`src/rtl/klt_pkg.sv`:
```
// Shared field positions, widths, FSM state and stage bundle
// for the gradient_products pipeline.
package klt_pkg;

  localparam int PIX_MSB = 10;
  localparam int PIX_LSB = 3;
  localparam int DE_BIT  = 2;
  localparam int HS_BIT  = 1;
  localparam int VS_BIT  = 0;

  localparam int TAP_W   = 11;
  localparam int PIX_W   = 8;
  localparam int GRAD_W  = 9;
  localparam int PROD_W  = 16;
  localparam int XPROD_W = 17;
  localparam int COORD_W = 11;

  typedef enum logic {
    WAIT_FRAME = 1'b0,
    ACTIVE     = 1'b1
  } state_e;

  typedef struct packed {
    logic [PIX_W-1:0]   pix;
    logic               de;
    logic               hs;
    logic               vs;
    logic               valid;
    logic               border;
    logic [COORD_W-1:0] x;
    logic [COORD_W-1:0] y;
    logic [GRAD_W-1:0]  ix;
    logic [GRAD_W-1:0]  iy;
  } stg_t;

endpackage

```
`src/rtl/grad_coord_counter.sv`:
```
// Pixel x/y coordinate counters and frame-lock FSM
// for the gradient_products pipeline.
module grad_coord_counter
  import klt_pkg::*;
(
  input  logic               clk,
  input  logic               rst_n,
  input  logic               de_i,
  input  logic               vs_i,
  output logic [COORD_W-1:0] x_o,
  output logic [COORD_W-1:0] y_o,
  output logic               active_o
);

  localparam logic [COORD_W-1:0] X_MAX = '1;

  state_e             state_q, state_d;
  logic [COORD_W-1:0] x_q, x_d;
  logic [COORD_W-1:0] y_q, y_d;
  logic               de_q;

  always_ff @(posedge clk) begin
    if (!rst_n) begin
      state_q <= WAIT_FRAME;
      x_q     <= '0;
      y_q     <= '0;
      de_q    <= 1'b0;
    end else begin
      state_q <= state_d;
      x_q     <= x_d;
      y_q     <= y_d;
      de_q    <= de_i;
    end
  end

  always_comb begin
    state_d = state_q;
    unique case (state_q)
      WAIT_FRAME: if (vs_i) state_d = ACTIVE;
      ACTIVE:     state_d = ACTIVE;
    endcase
  end

  // v_sync clear takes priority over a coincident line end
  always_comb begin
    x_d = '0;
    if (de_i) begin
      x_d = (x_q == X_MAX) ? x_q : x_q + 1'b1;
    end
    y_d = y_q;
    priority case (1'b1)
      vs_i:           y_d = '0;
      de_q && !de_i:  y_d = y_q + 1'b1;
      default:        y_d = y_q;
    endcase
  end

  assign x_o      = x_q;
  assign y_o      = y_q;
  assign active_o = (state_q == ACTIVE);

endmodule

```
`src/rtl/gradient_products.sv`:
```
// Two-stage gradient and structure-tensor product pipeline.
// Define GRAD_PRODUCTS_EN to build the ixx/iyy/ixy multipliers.
module gradient_products
  import klt_pkg::*;
#(
  parameter int H_ACTIVE = 800,
  parameter int V_ACTIVE = 600
) (
  input  logic                      clk,
  input  logic                      rst_n,
  input  logic                      context_valid,
  input  logic [TAP_W-1:0]          center,
  input  logic [TAP_W-1:0]          up,
  input  logic [TAP_W-1:0]          down,
  input  logic [TAP_W-1:0]          left,
  input  logic [TAP_W-1:0]          right,
  output logic                      grad_valid,
  output logic                      border,
  output logic signed [GRAD_W-1:0]  ix,
  output logic signed [GRAD_W-1:0]  iy,
  output logic [PROD_W-1:0]         ixx,
  output logic [PROD_W-1:0]         iyy,
  output logic signed [XPROD_W-1:0] ixy,
  output logic [PIX_W-1:0]          pixel_out,
  output logic                      de_out,
  output logic                      h_sync_out,
  output logic                      v_sync_out,
  output logic [COORD_W-1:0]        x_out,
  output logic [COORD_W-1:0]        y_out
);

  localparam logic [COORD_W-1:0] X_LAST =
    COORD_W'(H_ACTIVE - 1);
  localparam logic [COORD_W-1:0] Y_LAST =
    COORD_W'(V_ACTIVE - 1);

  logic [COORD_W-1:0] x_c, y_c;
  logic               active_c;
  stg_t               s1_d, s1_q, s2_q;
  logic               unused_taps;

  assign unused_taps = ^{up[DE_BIT:0], down[DE_BIT:0],
                         left[DE_BIT:0], right[DE_BIT:0]};

  grad_coord_counter u_coord (
    .clk      (clk),
    .rst_n    (rst_n),
    .de_i     (center[DE_BIT]),
    .vs_i     (center[VS_BIT]),
    .x_o      (x_c),
    .y_o      (y_c),
    .active_o (active_c)
  );

  always_comb begin
    s1_d        = '0;
    s1_d.pix    = center[PIX_MSB:PIX_LSB];
    s1_d.de     = center[DE_BIT];
    s1_d.hs     = center[HS_BIT];
    s1_d.vs     = center[VS_BIT];
    s1_d.x      = x_c;
    s1_d.y      = y_c;
    s1_d.valid  = active_c & center[DE_BIT];
    s1_d.border = (x_c == '0) | (x_c == X_LAST) |
                  (y_c == '0) | (y_c == Y_LAST) |
                  (~context_valid & center[DE_BIT]);
    // Gradients forced to zero off-frame and on edges
    if (s1_d.valid && !s1_d.border) begin
      s1_d.ix = {1'b0, right[PIX_MSB:PIX_LSB]} -
                {1'b0, left[PIX_MSB:PIX_LSB]};
      s1_d.iy = {1'b0, down[PIX_MSB:PIX_LSB]} -
                {1'b0, up[PIX_MSB:PIX_LSB]};
    end
  end

  always_ff @(posedge clk) begin
    if (!rst_n) begin
      s1_q <= '0;
      s2_q <= '0;
    end else begin
      s1_q <= s1_d;
      s2_q <= s1_q;
    end
  end

`ifdef GRAD_PRODUCTS_EN
  logic signed [GRAD_W-1:0]  ix1, iy1;
  logic [PROD_W-1:0]         ixx_q, iyy_q;
  logic signed [XPROD_W-1:0] ixy_q;

  assign ix1 = $signed(s1_q.ix);
  assign iy1 = $signed(s1_q.iy);

  always_ff @(posedge clk) begin
    if (!rst_n) begin
      ixx_q <= '0;
      iyy_q <= '0;
      ixy_q <= '0;
    end else begin
      ixx_q <= PROD_W'(ix1 * ix1);
      iyy_q <= PROD_W'(iy1 * iy1);
      ixy_q <= XPROD_W'(ix1 * iy1);
    end
  end

  assign ixx = ixx_q;
  assign iyy = iyy_q;
  assign ixy = ixy_q;
`else
  assign ixx = '0;
  assign iyy = '0;
  assign ixy = '0;
`endif

  assign grad_valid = s2_q.valid;
  assign border     = s2_q.border;
  assign ix         = $signed(s2_q.ix);
  assign iy         = $signed(s2_q.iy);
  assign pixel_out  = s2_q.pix;
  assign de_out     = s2_q.de;
  assign h_sync_out = s2_q.hs;
  assign v_sync_out = s2_q.vs;
  assign x_out      = s2_q.x;
  assign y_out      = s2_q.y;

endmodule

```
`config.mk`:
```
export PLATFORM = sky130hd
export DESIGN_NAME = gradient_products
export DESIGN_NICKNAME = d
export VERILOG_FILES = /design/src/rtl/klt_pkg.sv /design/src/rtl/grad_coord_counter.sv /design/src/rtl/gradient_products.sv
export SDC_FILE = /design/constraint.sdc
export NUM_CORES = 1
export LEC_CHECK = 0
export ABC_AREA = 1
export CAP_MARGIN = 0
export CORE_UTILIZATION = 47
export CTS_CLUSTER_DIAMETER = 30
export DETAILED_ROUTE_END_ITERATION = 7
export PLACE_DENSITY_LB_ADDON = 0.08
export SYNTH_ARGS = -nofsm -noshare
export SYNTH_HDL_FRONTEND = slang
export SYNTH_SLANG_ARGS = --single-unit
```
`constraint.sdc`:
```
create_clock -name clk -period 1.6 [get_ports clk]
set_input_delay 0.32 -clock clk [delete_from_list [all_inputs] [get_ports clk]]
set_output_delay 0.32 -clock clk [all_outputs]
set_load 0.1 [all_outputs]
```
-- Word level (Yosys, flattened, before mapping)
Cells that the tools add are included.
- equal/unequal tests: 3
- multiplexer cells: 2
- add/sub/neg operators: 4
- bitwise logic cells: 9
- reductions and logical operators: 9
- operators with widths (operator ; number):
    11-bit by 1-bit adder with 11-bit output, second input constant ; 2
    11-bit by 10-bit == test with 1-bit output, second input constant ; 2
    11-bit logical NOT ; 2
    8-bit by 8-bit subtractor with 9-bit output ; 2
    11-bit == test, second input constant ; 1
    1-bit OR ; 4
    2-bit AND reduction ; 2
    1-bit inverter ; 3
    1-bit bitwise AND ; 2
    1-bit logical AND ; 2
    1-bit logical NOT ; 2
    1-bit case mux with 2 select lines ; 1
    2-bit OR reduction ; 1
    1-bit 2-to-1 mux ; 1
- bits in registers: 129

-- Logic depth before layout (Yosys ltp)
Gate-level depths: netlist (run 1).
- depth after elaboration: 8
- mapped depth: 11
- mapped depth without buffers: 11

-- By module
A second synthesis (run 1) with hierarchy kept.
- cells, all modules: 699
- area, all modules: 5434.0 um^2
- by module, submodules not included (module ; cells an instance ; sequential area each (um^2) ; area each (um^2) ; times used):
    gradient_products ; 539 ; 2122.0 ; 4297.9 ; 1
    grad_coord_counter ; 160 ; 480.5 ; 1136.1 ; 1

-- Least setup slack after synthesis (run 1)
OpenSTA, ideal clock, no wires.
- path kind: input-to-reg
- start: input port right[3]
- end: register s1_q[17] (netlist name)
- required time: 1.484 ns
- stages on the path: 7
- path slack: 0.149 ns
- arrival time: 1.335 ns
- path buffers: 0
- path through: inv_1 -> ha_1 -> fa_1 -> o21bai_1 -> nand4_1 -> nand2_1 -> nor2_1
- cells in the longest elaborated chain, start to end: 1
- ends and longest elaborated chain (item ; RTL line ; RTL):
    start: declaration ; gradient_products.sv:16 ; input logic [TAP_W-1:0] right,
    8-bit by 8-bit subtractor with 9-bit output ; gradient_products.sv:69 ; s1_d.ix = {1'b0, right[PIX_MSB:PIX_LSB]} -
    end signal: assignment ; gradient_products.sv:78 ; s1_q <= '0;
    end signal: assignment ; gradient_products.sv:81 ; s1_q <= s1_d;
    end: declaration ; gradient_products.sv:39 ; stg_t s1_d, s1_q, s2_q;
No other way between the ends.
A chain may end at the register's enable or synchronous reset.

-- Worst setup path in the final report (run 1)
- start: register u_coord.x_q[0] (netlist: u_coord.x_o[0])
- end: register s1_q[1] (netlist name)
- cells in the longest elaborated chain, start to end: 8
- elaborated cells on any way between the ends: 9
- those cells by class: eq/ne (1); bitwise (4); reduce/logical (4)
- ends and longest elaborated chain (item ; RTL line ; RTL):
    start: declaration ; grad_coord_counter.sv:18 ; logic [COORD_W-1:0] x_q, x_d;
    start signal: assignment ; grad_coord_counter.sv:25 ; x_q <= '0;
    start signal: assignment ; grad_coord_counter.sv:30 ; x_q <= x_d;
    11-bit by 10-bit == test with 1-bit output or 11-bit logical NOT (tied branches) ; gradient_products.sv:64 ; s1_d.border = (x_c == '0) | (x_c == X_LAST) |
    1-bit OR * (2 in series) ; gradient_products.sv:64 ;
    1-bit OR * (2 in series) ; gradient_products.sv:65 ; (y_c == '0) | (y_c == Y_LAST) |
    1-bit logical NOT * ; gradient_products.sv:68 ; if (s1_d.valid && !s1_d.border) begin
    1-bit logical AND * ; gradient_products.sv:68 ;
    2-bit AND reduction (no line) * ; - ;
Mark *: on every way between the ends. The rest lies on a longest branch, timed or not.

==> reports/qor.txt, run 1 <==
run status = complete, no violations
first-pass GRT wire length = 16160 um
most common cell after layout, fill and taps aside = nand2_1
Final Critical Period = 1.502 ns
initial antenna violation count = 0
Clock transition at path regs = 0.05 ns
max incr delay on CP = 0.40 ns
PD cells = 1105 nW/um^2
Setup TNS = 0 ns
TritonCTS clock tree = built
hold buffer count at CTS = 0
DIE HEIGHT = 108.3 um
slowest CP cell = dfxtp_1
Synth cell types = 29
critical path capture point type = register
vias in the first global route = 3861
DRC violations left = 0
most frequent cells in the layout = nand2_1, inv_1, dfxtp_1, buf_12, conb_1
Max-Cap Viols = 0
nets@finish = 897
Clock Sinks = 129
Initial Util = 0.4855
Mapped Cells = 685
P&R area growth vs syn = 43.08%
Final Skew = 0.009319 ns
ant diodes = 0
total power = 8.394 mW
VDD IR max = 618.1 uV
Skew-Pair Late Insertion Delay = 0.40 ns
CTS Root Cell = clkbuf_16
worst path required time = 1.90 ns
full die area = 11720 um^2
gr usage total = 0.1772
delay-heaviest family, CP = simple AND/OR/NAND/NOR gates
post-route cell area = 7596 um^2
Finished Core Util = 0.6946
largest net degree at the start of global routing = 28
multi-input logic area = 1878 um^2
leak pwr = 4.170 nW
DR vias = 4127
Max clock buf depth = 2
total grt overflow = 0
wire length per cell = 9.737 um
Hold WS = 0.2858 ns
fin crit share = 0.9385
post-synthesis sequential area ratio = 0.4864
Worst Path Max Fanout = 18
Min-Delay Path Class = in2reg
Inserted Clock Buffers = 17
Ys Warns = 0
final setup violation count = 0
endpoints failing hold = 0
Total Wirelength = 9445 um
drt pass-1 iters = 4
Final Max Slew Viols = 0
Max Freq = 666.0 MHz
Chip Width = 108.3 um
CP Class = reg2reg
H-tree Lvls = 4
Post-DP HPWL = 6935 um
DP Area = 6959 um^2
GP Congestion = 0.8684
via/cell ratio = 4.255
crit-path cells = ha_4 > nand2_2 > nor2_4 > nand2_1 > nand2_1 > nand2_2 > nand4_4 > buf_12 > nor2_1
initial DRC count = 136
synthesized flop and latch total = 129
# IOs = 160
Data arrival, critical path = 1.80 ns
IO buf count = 98
remaining antenna violation count = 0
# rows = 38
Core Area = 10940 um^2
Fillers = 909
ratio of cells with drive above 1 in the final layout = 0.1506
Avg Inst Size Synth = 7.750 um^2
Post-Syn Area = 5309 um^2
startpoint types = register
sequential cell area = 2584 um^2
worst path bufs/invs = 1
cells in the mapped netlist:
cell type / count / area (um^2)
nor2_1: 40 / 150.1
dfxtp_1: 129 / 2582
inv_1: 169 / 634.4
buf_1: 4 / 15.01
conb_1: 1 / 3.750
xor2_1: 7 / 61.31
o21a_1: 3 / 22.52
buf_2: 2 / 10.01
buf_4: 49 / 367.9
o21bai_1: 1 / 7.510
nor2_2: 1 / 6.260
xnor2_1: 4 / 35.03
o21ai_0: 12 / 60.06
a31oi_1: 2 / 12.51
buf_6: 1 / 11.26
nand2_1: 172 / 645.6
nand3_1: 20 / 100.1
or3_2: 1 / 7.510
nand3b_1: 3 / 22.52
nand4_4: 2 / 42.54
or2_2: 1 / 6.260
ha_1: 20 / 250.2
nand2_2: 3 / 18.77
clkbuf_1: 4 / 15.01
nand4_1: 6 / 37.54
nor3_1: 4 / 20.02
fa_1: 2 / 40.04
a21oi_1: 20 / 100.1
nor2_4: 2 / 22.52
cell type report:
cell class,count,share of cell area
clock inverter,11,0.02141
timing repair buffer,125,0.2267
sequential,129,0.3401
clock buffer,21,0.05798
tap,140,0.02306
multi-input combinational,375,0.2472
inverter,169,0.08351
path summary, 6_finish.rpt:
check                      start  depth (start not counted)  slack (ns)        to
setup / recovery  u_coord.x_o[0]                          9         0.1   s1_q[1]
hold reg to reg         s1_q[23]                          2        0.40  y_out[5]
setup reg to reg  u_coord.x_o[0]                          9         0.1   s1_q[1]
hold / removal             rst_n                          3        0.29     iy[3]
sequential cells by signal (all words and copies together) (netlist names):
| signal | flops |
|---|---|
| u_coord.active_o | 1 |
| border | 1 |
| u_coord.y_o | 11 |
| x_out | 11 |
| ix | 9 |
| u_coord.x_o | 11 |
| y_out | 11 |
| s1_q | 52 |
| grad_valid | 1 |
| h_sync_out | 1 |
| u_coord.de_q | 1 |
| v_sync_out | 1 |
| de_out | 1 |
| iy | 9 |
| pixel_out | 8 |
tightest hold or removal path: cells and delay by family:
kind	cells	cell delay, ns
buf+inv	2	0.23
simple gates	1	0.09
metal layers:
layer  wire [um]  GRT usage  vias to the layer above  share of wire
met3         610    0.05847                       18          0.065
met1        3960     0.1880                     1813           0.42
li1            -          -                     2169              -
met2        4703     0.3103                      127           0.50
met5           0          0                        -              0
met4         170    0.09556                        0          0.018
where the power goes:
group	switching [mW]	internal [mW]	total, mW
Sequential	0.0233	3.26	3.28
Clock	1.28	2.59	3.87
Combinational	0.898	0.343	1.24
through the flow:
step	instances	setup WS [ns]
floorplan	733	0.1491
global placement	937	-0.3537
detailed placement	937	-0.4002
CTS	969	0.02746
global route	970	-0.01163
finish	970	0.09844
what timing repair did:
item	CTS	global route
setup endpoints to repair	0	18
gates resized for setup	0	7
setup buffers	0	1
kinds of logic after synthesis:
family / Yosys count / synth area share
buf+inv: 229 / 0.1984
simple gates: 255 / 0.2034
xor+xnor: 11 / 0.01815
flops: 129 / 0.4864
compound gates: 38 / 0.03818
fa+ha+maj: 22 / 0.05468
other cells: 1 / 0.0007064
(Power assumes the default switching activity.)
==> inputs of run 2 (changes only) <==
--- a/config.mk
+++ b/config.mk
@@ -11,6 +11,7 @@
 export CTS_CLUSTER_DIAMETER = 30
 export DETAILED_ROUTE_END_ITERATION = 7
 export PLACE_DENSITY_LB_ADDON = 0.08
+export SLEW_MARGIN = 20
 export SYNTH_ARGS = -nofsm -noshare
 export SYNTH_HDL_FRONTEND = slang
 export SYNTH_SLANG_ARGS = --single-unit
==> results of run 2 <==
Final layout, timing and power as in run 1 (identical DEF).
